[src/rtl/click_decoder.sv]
// Groups debounced press pulses that fall within an inter-click window and
// reports each group as a single, double or triple click event.
module click_decoder #(
  parameter int WINDOW_CNT = 30_000_000,
  parameter int TIMER_W    = 25
) (
  input  logic       clk,
  input  logic       rst,
  input  logic       btn_pulse,
  output logic       click_single,
  output logic       click_double,
  output logic       click_triple,
  output logic [1:0] last_clicks,
  output logic       busy
);

  typedef enum logic [1:0] {
    IDLE   = 2'b00,
    WINDOW = 2'b01
  } state_t;

  localparam logic [TIMER_W-1:0] TIMER_MAX = TIMER_W'(WINDOW_CNT - 1);

  state_t             state;
  logic [1:0]         cnt;
  logic [TIMER_W-1:0] timer;

  // A press always beats a timeout on the same edge, so no press is ever lost.
  always_ff @(posedge clk) begin
    if (rst) begin
      state        <= IDLE;
      cnt          <= 2'd0;
      timer        <= '0;
      click_single <= 1'b0;
      click_double <= 1'b0;
      click_triple <= 1'b0;
      last_clicks  <= 2'd0;
      busy         <= 1'b0;
    end else begin
      click_single <= 1'b0;
      click_double <= 1'b0;
      click_triple <= 1'b0;
      case (state)
        IDLE: begin
          if (btn_pulse) begin
            state <= WINDOW;
            cnt   <= 2'd1;
            timer <= '0;
            busy  <= 1'b1;
          end
        end
        WINDOW: begin
          if (cnt == 2'd0 || cnt == 2'd3) begin
            state <= IDLE;
            cnt   <= 2'd0;
            timer <= '0;
            busy  <= 1'b0;
          end else if (btn_pulse) begin
            if (cnt == 2'd2) begin
              click_triple <= 1'b1;
              last_clicks  <= 2'd3;
              state        <= IDLE;
              cnt          <= 2'd0;
              timer        <= '0;
              busy         <= 1'b0;
            end else begin
              cnt   <= cnt + 2'd1;
              timer <= '0;
            end
          end else if (timer == TIMER_MAX) begin
            click_single <= (cnt == 2'd1);
            click_double <= (cnt == 2'd2);
            last_clicks  <= cnt;
            state        <= IDLE;
            cnt          <= 2'd0;
            timer        <= '0;
            busy         <= 1'b0;
          end else begin
            timer <= timer + 1'b1;
          end
        end
        default: begin
          state <= IDLE;
          cnt   <= 2'd0;
          timer <= '0;
          busy  <= 1'b0;
        end
      endcase
    end
  end

endmodule

[config.mk]
export PLATFORM = sky130hd
export DESIGN_NAME = click_decoder
export DESIGN_NICKNAME = d
export VERILOG_FILES = /design/src/rtl/click_decoder.sv
export SDC_FILE = /design/constraint.sdc
export NUM_CORES = 1
export LEC_CHECK = 0
export CORE_ASPECT_RATIO = 1.75
export CORE_MARGIN = 4
export CORE_UTILIZATION = 59
export DETAILED_ROUTE_END_ITERATION = 8
export PLACE_DENSITY = 0.84
export SLEW_MARGIN = 25
export SYNTH_ARGS = -nofsm -noshare
export SYNTH_HDL_FRONTEND = slang
export SYNTH_SLANG_ARGS = --single-unit
[constraint.sdc]
create_clock -name clk -period 2.3 [get_ports clk]
set_input_delay 0.575 -clock clk [delete_from_list [all_inputs] [get_ports clk]]
set_output_delay 0.575 -clock clk [all_outputs]
set_load 0.005 [all_outputs]
=== Word level (Yosys, flattened, before mapping) ===
Index checks and enable logic that the tools add are counted.

* Flip-flop bits (word level): 35
* Output and inout port bits: 6
* Word-level logic and storage cells: 57

* Add/subtract/negate cells: 2
* Equality and inequality tests: 9
* Mux-type cells: 25
* Bitwise logic cells: 4
* Reduce and logical (&&, ||, !) cells: 9

{| class="wikitable"
|+ Operator list
! kind !! count
|-
| $mux W25 || 4
|-
| $pmux W25 S2 || 1
|-
| $add A25 B1 Y25 const B || 1
|-
| $eq A25 B25 Y1 const B || 1
|-
| $mux W2 || 11
|-
| $ne A4 B4 Y1 const B || 2
|-
| $pmux W2 S2 || 2
|-
| $mux W1 || 6
|-
| $reduce_or A5 Y1 || 1
|-
| $eq A2 B1 Y1 const B || 2
|-
| $eq A2 B2 Y1 const B || 2
|-
| $logic_not A2 Y1 || 2
|-
| $not A1 Y1 || 4
|-
| $reduce_and A4 Y1 || 1
|-
| $reduce_or A4 Y1 || 1
|-
| $reduce_and A3 Y1 || 1
|-
| $add A2 B1 Y2 const B || 1
|-
| $ne A2 B1 Y1 const B || 1
|-
| $ne A2 B2 Y1 const B || 1
|-
| $pmux W1 S2 || 1
|-
| $reduce_and A2 Y1 || 1
|-
| $reduce_bool A2 Y1 || 1
|-
| $logic_or A1 B1 Y1 || 1
|}

=== Depth between registers and ports, before layout ===
* Depth in word-level cells: 5
* Gate-level depth with buffers: 7
* Depth with buffers taken out: 7

=== Worst setup path before layout ===
Ideal clock, no wire load.

* Path kind: register to register
* Start: register cnt[0]
* End: register timer[15]
* Arrival: 1.990 ns
* Path slack: 0.236 ns
* Cell stages (with the launch flop): 8
* Buffers on the path: 1
* Path through: dfxtp_1 > inv_1 > ha_1 > nand3b_1 > a31o_2 > clkbuf_1 > or3_2 > a31oi_1

* Cells in the longest elaborated chain, start to end: 4
* Elaborated cells between the ends (all ways): 5
* Those cells by class: eq/ne: 1; mux: 2; reduce/logical: 2

{| class="wikitable"
|+ Ends and longest elaborated chain
! element !! RTL line !! RTL
|-
| start, declared || 25 || <nowiki>logic [1:0] cnt;</nowiki>
|-
| start signal, assigned || 67 || <nowiki>cnt <= cnt + 2'd1;</nowiki>
|-
| $eq A2 B2 Y1 / $logic_not A2 Y1 (equally long branches) || 53 || <nowiki>if (cnt == 2'd0 || cnt == 2'd3) begin</nowiki>
|-
| $logic_or A1 B1 Y1 * || 53 ||
|-
| $mux W25 * || 53 ||
|-
| $pmux W25 S2 * || 43 || <nowiki>case (state)</nowiki>
|-
| end signal, assigned || 79 || <nowiki>timer <= timer + 1'b1;</nowiki>
|-
| end, declared || 26 || <nowiki>logic [TIMER_W-1:0] timer;</nowiki>
|}

Mark *: on every way between the ends. The rest lies on a longest branch, timed or not.
A chain may end at the register's enable or synchronous reset.

=== Final worst setup path ===
* Start: register timer[11]
* End: register timer[17]

* Cells in the longest elaborated chain, start to end: 5
* Elaborated cells between the ends (all ways): 6
* Those cells by class: add/sub: 1; eq/ne: 1; mux: 4

{| class="wikitable"
|+ Ends and longest elaborated chain
! element !! RTL line !! RTL
|-
| $add A25 B1 Y25 / $eq A25 B25 Y1 (equally long branches) || 79, 70 ||
|-
| $mux W25 * || 70 || <nowiki>end else if (timer == TIMER_MAX) begin</nowiki>
|-
| $mux W25 * || 58 || <nowiki>end else if (btn_pulse) begin</nowiki>
|-
| $mux W25 * || 53 ||
|-
| $pmux W25 S2 * || 43 ||
|}

Marks and branches as above.

==> out/results.env <==
STATUS='complete, no violations'
N_FILL_CELL=222
AREA.GROWTH.SYNTH_TO_FINAL_PCT=18.43
WORST_PATH_MAX_FANOUT=14
GRT.MET2_USAGE_PCT=44.89
POWER_DENSITY_OVER_CELL_AREA_nW_PER_UM2=523.8
WORSTSETUPSTARTPOINT='timer[11]'
MAPPEDNETLISTNETS=231
CLOCK_TREE_FROM_TRITONCTS='done'
CRITICALPATHCATEGORY='reg -> reg'
DR.PASS1.ITERS=4
UNREPAIRED_SETUP_ENDPOINTS_AFTER_GLOBAL_ROUTING='false'
MIN_DELAY_PATH_DEPTH=2
SYNTH_AREA_UM2=1772
VIAS_PER_CELL=6.550
ANTENNA_CELLS_INSERTED=0
LAYOUT_COMMONEST_CELL='sky130_fd_sc_hd__dfxtp_1'
CRITICAL_PATH_DATA_ARRIVAL_TIME_NS=2.35
TIMING.RR.START='timer[11]'
POSTSYNTHREGISTERBITS=33
FINAL_ANTENNA_NET_COUNT=0
GRT_PASS1_WL_UM=8142
CRITPATHTOPFAMILY='simple AND/OR/NAND/NOR gates'
POWER.SHARE.CLOCK_PCT=40.5
FINAL_WEIGHTED_CONGESTION_IN_ROUTABILITY_DRIVEN_PLACEMENT=0.9667
MIN-DELAY-START='timer[23]'
DRT_DRC_VIOLATIONS_LEFT=0
CTS-HTREE-LEVELS=2
HOLD_VIOL=0
FINAL_PERIOD_MINUS_WORST_SETUP_SLACK_NS=2.173
WORST-SLEW-PIN-TRANSITION_NS=0.4933
VIAS_IN_THE_FIRST_GLOBAL_ROUTE=1806
GRT_UTIL_MET3_PCT=5.937
NETLIST-CELL-TYPE-COUNT=40
PLACED_CELL_AREA_UM2=2011
BUFFER_PORTS.INSERTED=8
WIRELENGTH_UM=4470
CRITPATHSLOWESTCELL='sky130_fd_sc_hd__or4_1'
INSERTION_DELAY_NS=0.29
SYNTH-SEQ-AREA-SHARE_PCT=37.29
FINAL_AREA_UM2=2098
REG2REG_DEPTH=6
WORST-PATH-STAGES=6
POWER.INTERNAL_mW=0.8433
SYN_AREA_PER_CELL_UM2=7.945
CELLLEAKAGEPOWER_nW=0.6756
SETUP_VIOLATIONS=0
CLOCKBUFFERDEPTH=2
ROW_COUNT=26
GRT_USE_MET1_PCT=30.45
SYNTH_CELLS=223
YOSYS.AREA.TOP_TYPE='sky130_fd_sc_hd__dfxtp_1'
CTSROOTBUFFERMASTER='sky130_fd_sc_hd__clkbuf_8'
P_SW_mW=0.2557
MIN_PERIOD_OVER_PERIOD_PCT=94.48
DIE_HEIGHT_UM=80.49
TOTAL_NEGATIVE_SLACK_FOR_SETUP_CHECKS_NS=0
POWER.SHARE.COMBINATIONAL_PCT=6.7
GLOBAL_ROUTE.USAGE.TOTAL_PCT=26.35
MAXCLOCKFREQUENCY_MHz=460.2
POST_ROUTE_CELLS_DRIVE_ABOVE_1_SHARE_PCT=14.40
NUMBER_OF_ENABLE_FLIP_FLOP_CELLS_AFTER_SYNTHESIS=0
FINALNETCOUNT=251
INITIAL_CORE_UTIL_PCT=61.19
SYNTH_FF_TYPE='sky130_fd_sc_hd__dfxtp_1'
P_SW_SHARE_PCT=23.26
IO-PIN-COUNT=9
CTS_SINKS=33
GRT-BUSIEST-LAYER='met2'
WORST_IR_DROP_VDD_V=0.0004997
DIE_AREA_UM2=3978
MAX_STAGE_DELAY_NS=0.57
START_KIND='flop'
TIMING.CRITICAL_PATH.BUF_INV=1
DIE_W_UM=49.43
DRT_ITER0_DRC=81
WL_PER_CELL_UM=16.49
YOSYSWARNINGS=0
YS_ASYNC_SR_FRACTION_PCT=0
CLK_PIN_SLEW_WORST_PATHS_NS=0.07
LAYOUT_COMMON_CELLS='sky130_fd_sc_hd__dfxtp_1 (32), sky130_fd_sc_hd__nand3_1 (30), sky130_fd_sc_hd__nand2_1 (23), sky130_fd_sc_hd__a31oi_1 (15), sky130_fd_sc_hd__buf_4 (15)'
DETAILED_PLACE_HPWL_UM=3105
WORST-ENDPOINT-REQUIRED_NS=2.48
GLOBALROUTE.TOTALOVERFLOW=0
MIN_DELAY_WORST_ENDPOINT='timer[23]'
CORE_AREA_UM2=2895
CRITICAL_PATH.REG2REG.ENDPOINT='timer[17]'
PATH_CELLS='or4_1, nor4b_2, a31o_2, buf_4, or3_1, a31oi_1'
MAXSLEWHEADROOM_PCT=67.01
TOP_AREA_CELLS_IN_THE_SYNTHESIZED_NETLIST='sky130_fd_sc_hd__dfxtp_1 (37%), sky130_fd_sc_hd__nand3_1 (8.5%), sky130_fd_sc_hd__a31oi_1 (5.6%)'
GRT_ANTENNA_BEFORE_REPAIR=0
REGTOREGSETUPSLACK_NS=0.13
MIN_PATH_TYPE='reg -> reg'
NUMBER_OF_BUFFERS_CREATED_BY_CTS=5
MAXCAPVIOLATIONS=0
RELATIVE_CONTRIBUTION_OF_SEQUENTIAL_CELLS_TO_TOTAL_POWER_PCT=52.8
CLOCK_TREE_SKEW_AFTER_FINAL_LAYOUT_NS=0.006014
GRT_START_MAX_NET_PINS=19
SETUP.WORST_PATH.END_CLASS='flop'
VIAS=1775
SYNTH_TOP_AREA_SHARE_PCT=37.29
TIMING_MAX_TRANSITION_VIOLATIONS_FINAL=0
[worst max-delay path by stage]
stage | end | slack (ns)
3_3_place_gp | timer[9] | 0.06
5_1_grt | timer[23] | 0.01
3_5_place_dp | timer[8] | 0.04
6_report | timer[17] | 0.13
2_1_floorplan | timer[15] | 0.24
4_1_cts | timer[8] | 0.13
[sequential cells by signal, indices dropped and copies added, names as in the netlist]
signal,cells
busy,1
click_double,1
click_single,1
click_triple,1
cnt,2
last_clicks,2
timer,25
[through the flow]
step                instances  worst slack (ns)  hold slack [ns]  total power [mW]  utilization [%]
finish                    271            0.1270           0.5075             1.099            72.47
global route              271           0.01127           0.5524             1.143            72.47
CTS                       271            0.1260           0.5069             1.106            72.43
detailed placement        264           0.04099           0.4980            0.6651            69.45
global placement          264           0.06192           0.4872            0.6643            69.45
floorplan                 223            0.2360           0.4794            0.6301                -
[cells by family (layout without fill, tap and decap cells)]
logic type / after synthesis / after routing / share of synthesized area [%]
buffers and inverters: 17 / 37 / 3.955
AOI/OAI and AO/OA: 44 / 44 / 15.25
and+or+nand+nor: 121 / 121 / 38.42
DFF: 33 / 33 / 37.29
muxes: 1 / 1 / 0.5650
adders and majority gates: 5 / 5 / 3.531
xor gates and xnor gates: 2 / 2 / 0.9889
[cell usage after synthesis, types with 2 or more instances]
| cell type | number |
|---|---|
| sky130_fd_sc_hd__nand2_1 | 23 |
| sky130_fd_sc_hd__a211oi_1 | 3 |
| sky130_fd_sc_hd__buf_2 | 2 |
| sky130_fd_sc_hd__a22oi_1 | 2 |
| sky130_fd_sc_hd__nand3_1 | 30 |
| sky130_fd_sc_hd__or4_1 | 8 |
| sky130_fd_sc_hd__inv_1 | 4 |
| sky130_fd_sc_hd__a21oi_1 | 12 |
| sky130_fd_sc_hd__o21ai_0 | 7 |
| sky130_fd_sc_hd__ha_1 | 5 |
| sky130_fd_sc_hd__dfxtp_1 | 33 |
| sky130_fd_sc_hd__nor2_1 | 13 |
| sky130_fd_sc_hd__nand4_2 | 2 |
| sky130_fd_sc_hd__or3_2 | 2 |
| sky130_fd_sc_hd__nor3_1 | 3 |
| sky130_fd_sc_hd__and4_1 | 2 |
| sky130_fd_sc_hd__a31oi_1 | 16 |
| sky130_fd_sc_hd__nand4_1 | 7 |
| sky130_fd_sc_hd__and2_1 | 2 |
| sky130_fd_sc_hd__clkbuf_1 | 10 |
| sky130_fd_sc_hd__nor2b_1 | 2 |
| sky130_fd_sc_hd__and3_1 | 4 |
| sky130_fd_sc_hd__nand3b_1 | 3 |
| sky130_fd_sc_hd__nor4_1 | 2 |
| sky130_fd_sc_hd__or3_1 | 11 |
[power by group through the flow]
stage	Clock [mW]	Sequential, mW	Combinational (mW)
6_report	0.445	0.580	0.0731
3_3_place_gp	0	0.593	0.0714
5_1_grt	0.481	0.581	0.0815
3_5_place_dp	0	0.593	0.0721
4_1_cts	0.453	0.580	0.0727
2_1_floorplan	0	0.592	0.0382
[what timing repair did]
action / CTS / global route
hold buffers: 0 / 0
endpoints found under the setup margin: 0 / 3
gates resized for setup: 0 / 1
setup buffers: 0 / 0
[worst register-to-register path: stages (launching register included)]
cell and delay (ns):
sky130_fd_sc_hd__dfxtp_1 0.36, sky130_fd_sc_hd__or4_1 0.57, sky130_fd_sc_hd__nor4b_2 0.40, sky130_fd_sc_hd__a31o_2 0.40
sky130_fd_sc_hd__buf_4 0.18, sky130_fd_sc_hd__or3_1 0.09, sky130_fd_sc_hd__a31oi_1 0.07
[routing by layer]
metal	wire, um	part of all wire [%]
met1	1784	40
met2	2340	52
met3	250	5.6
met4	95	2.1
met5	0	0
[area by class of cell]
type | count | area (um^2) | area share, %
clock buffer | 7 | 86.33 | 4.114
multi-input combinational | 173 | 1047 | 49.91
inverter | 4 | 15.01 | 0.7156
sequential | 33 | 661.9 | 31.54
tap | 28 | 35.03 | 1.670
timing repair buffer | 26 | 252.7 | 12.05
Power figures use the tool's default switching activity.
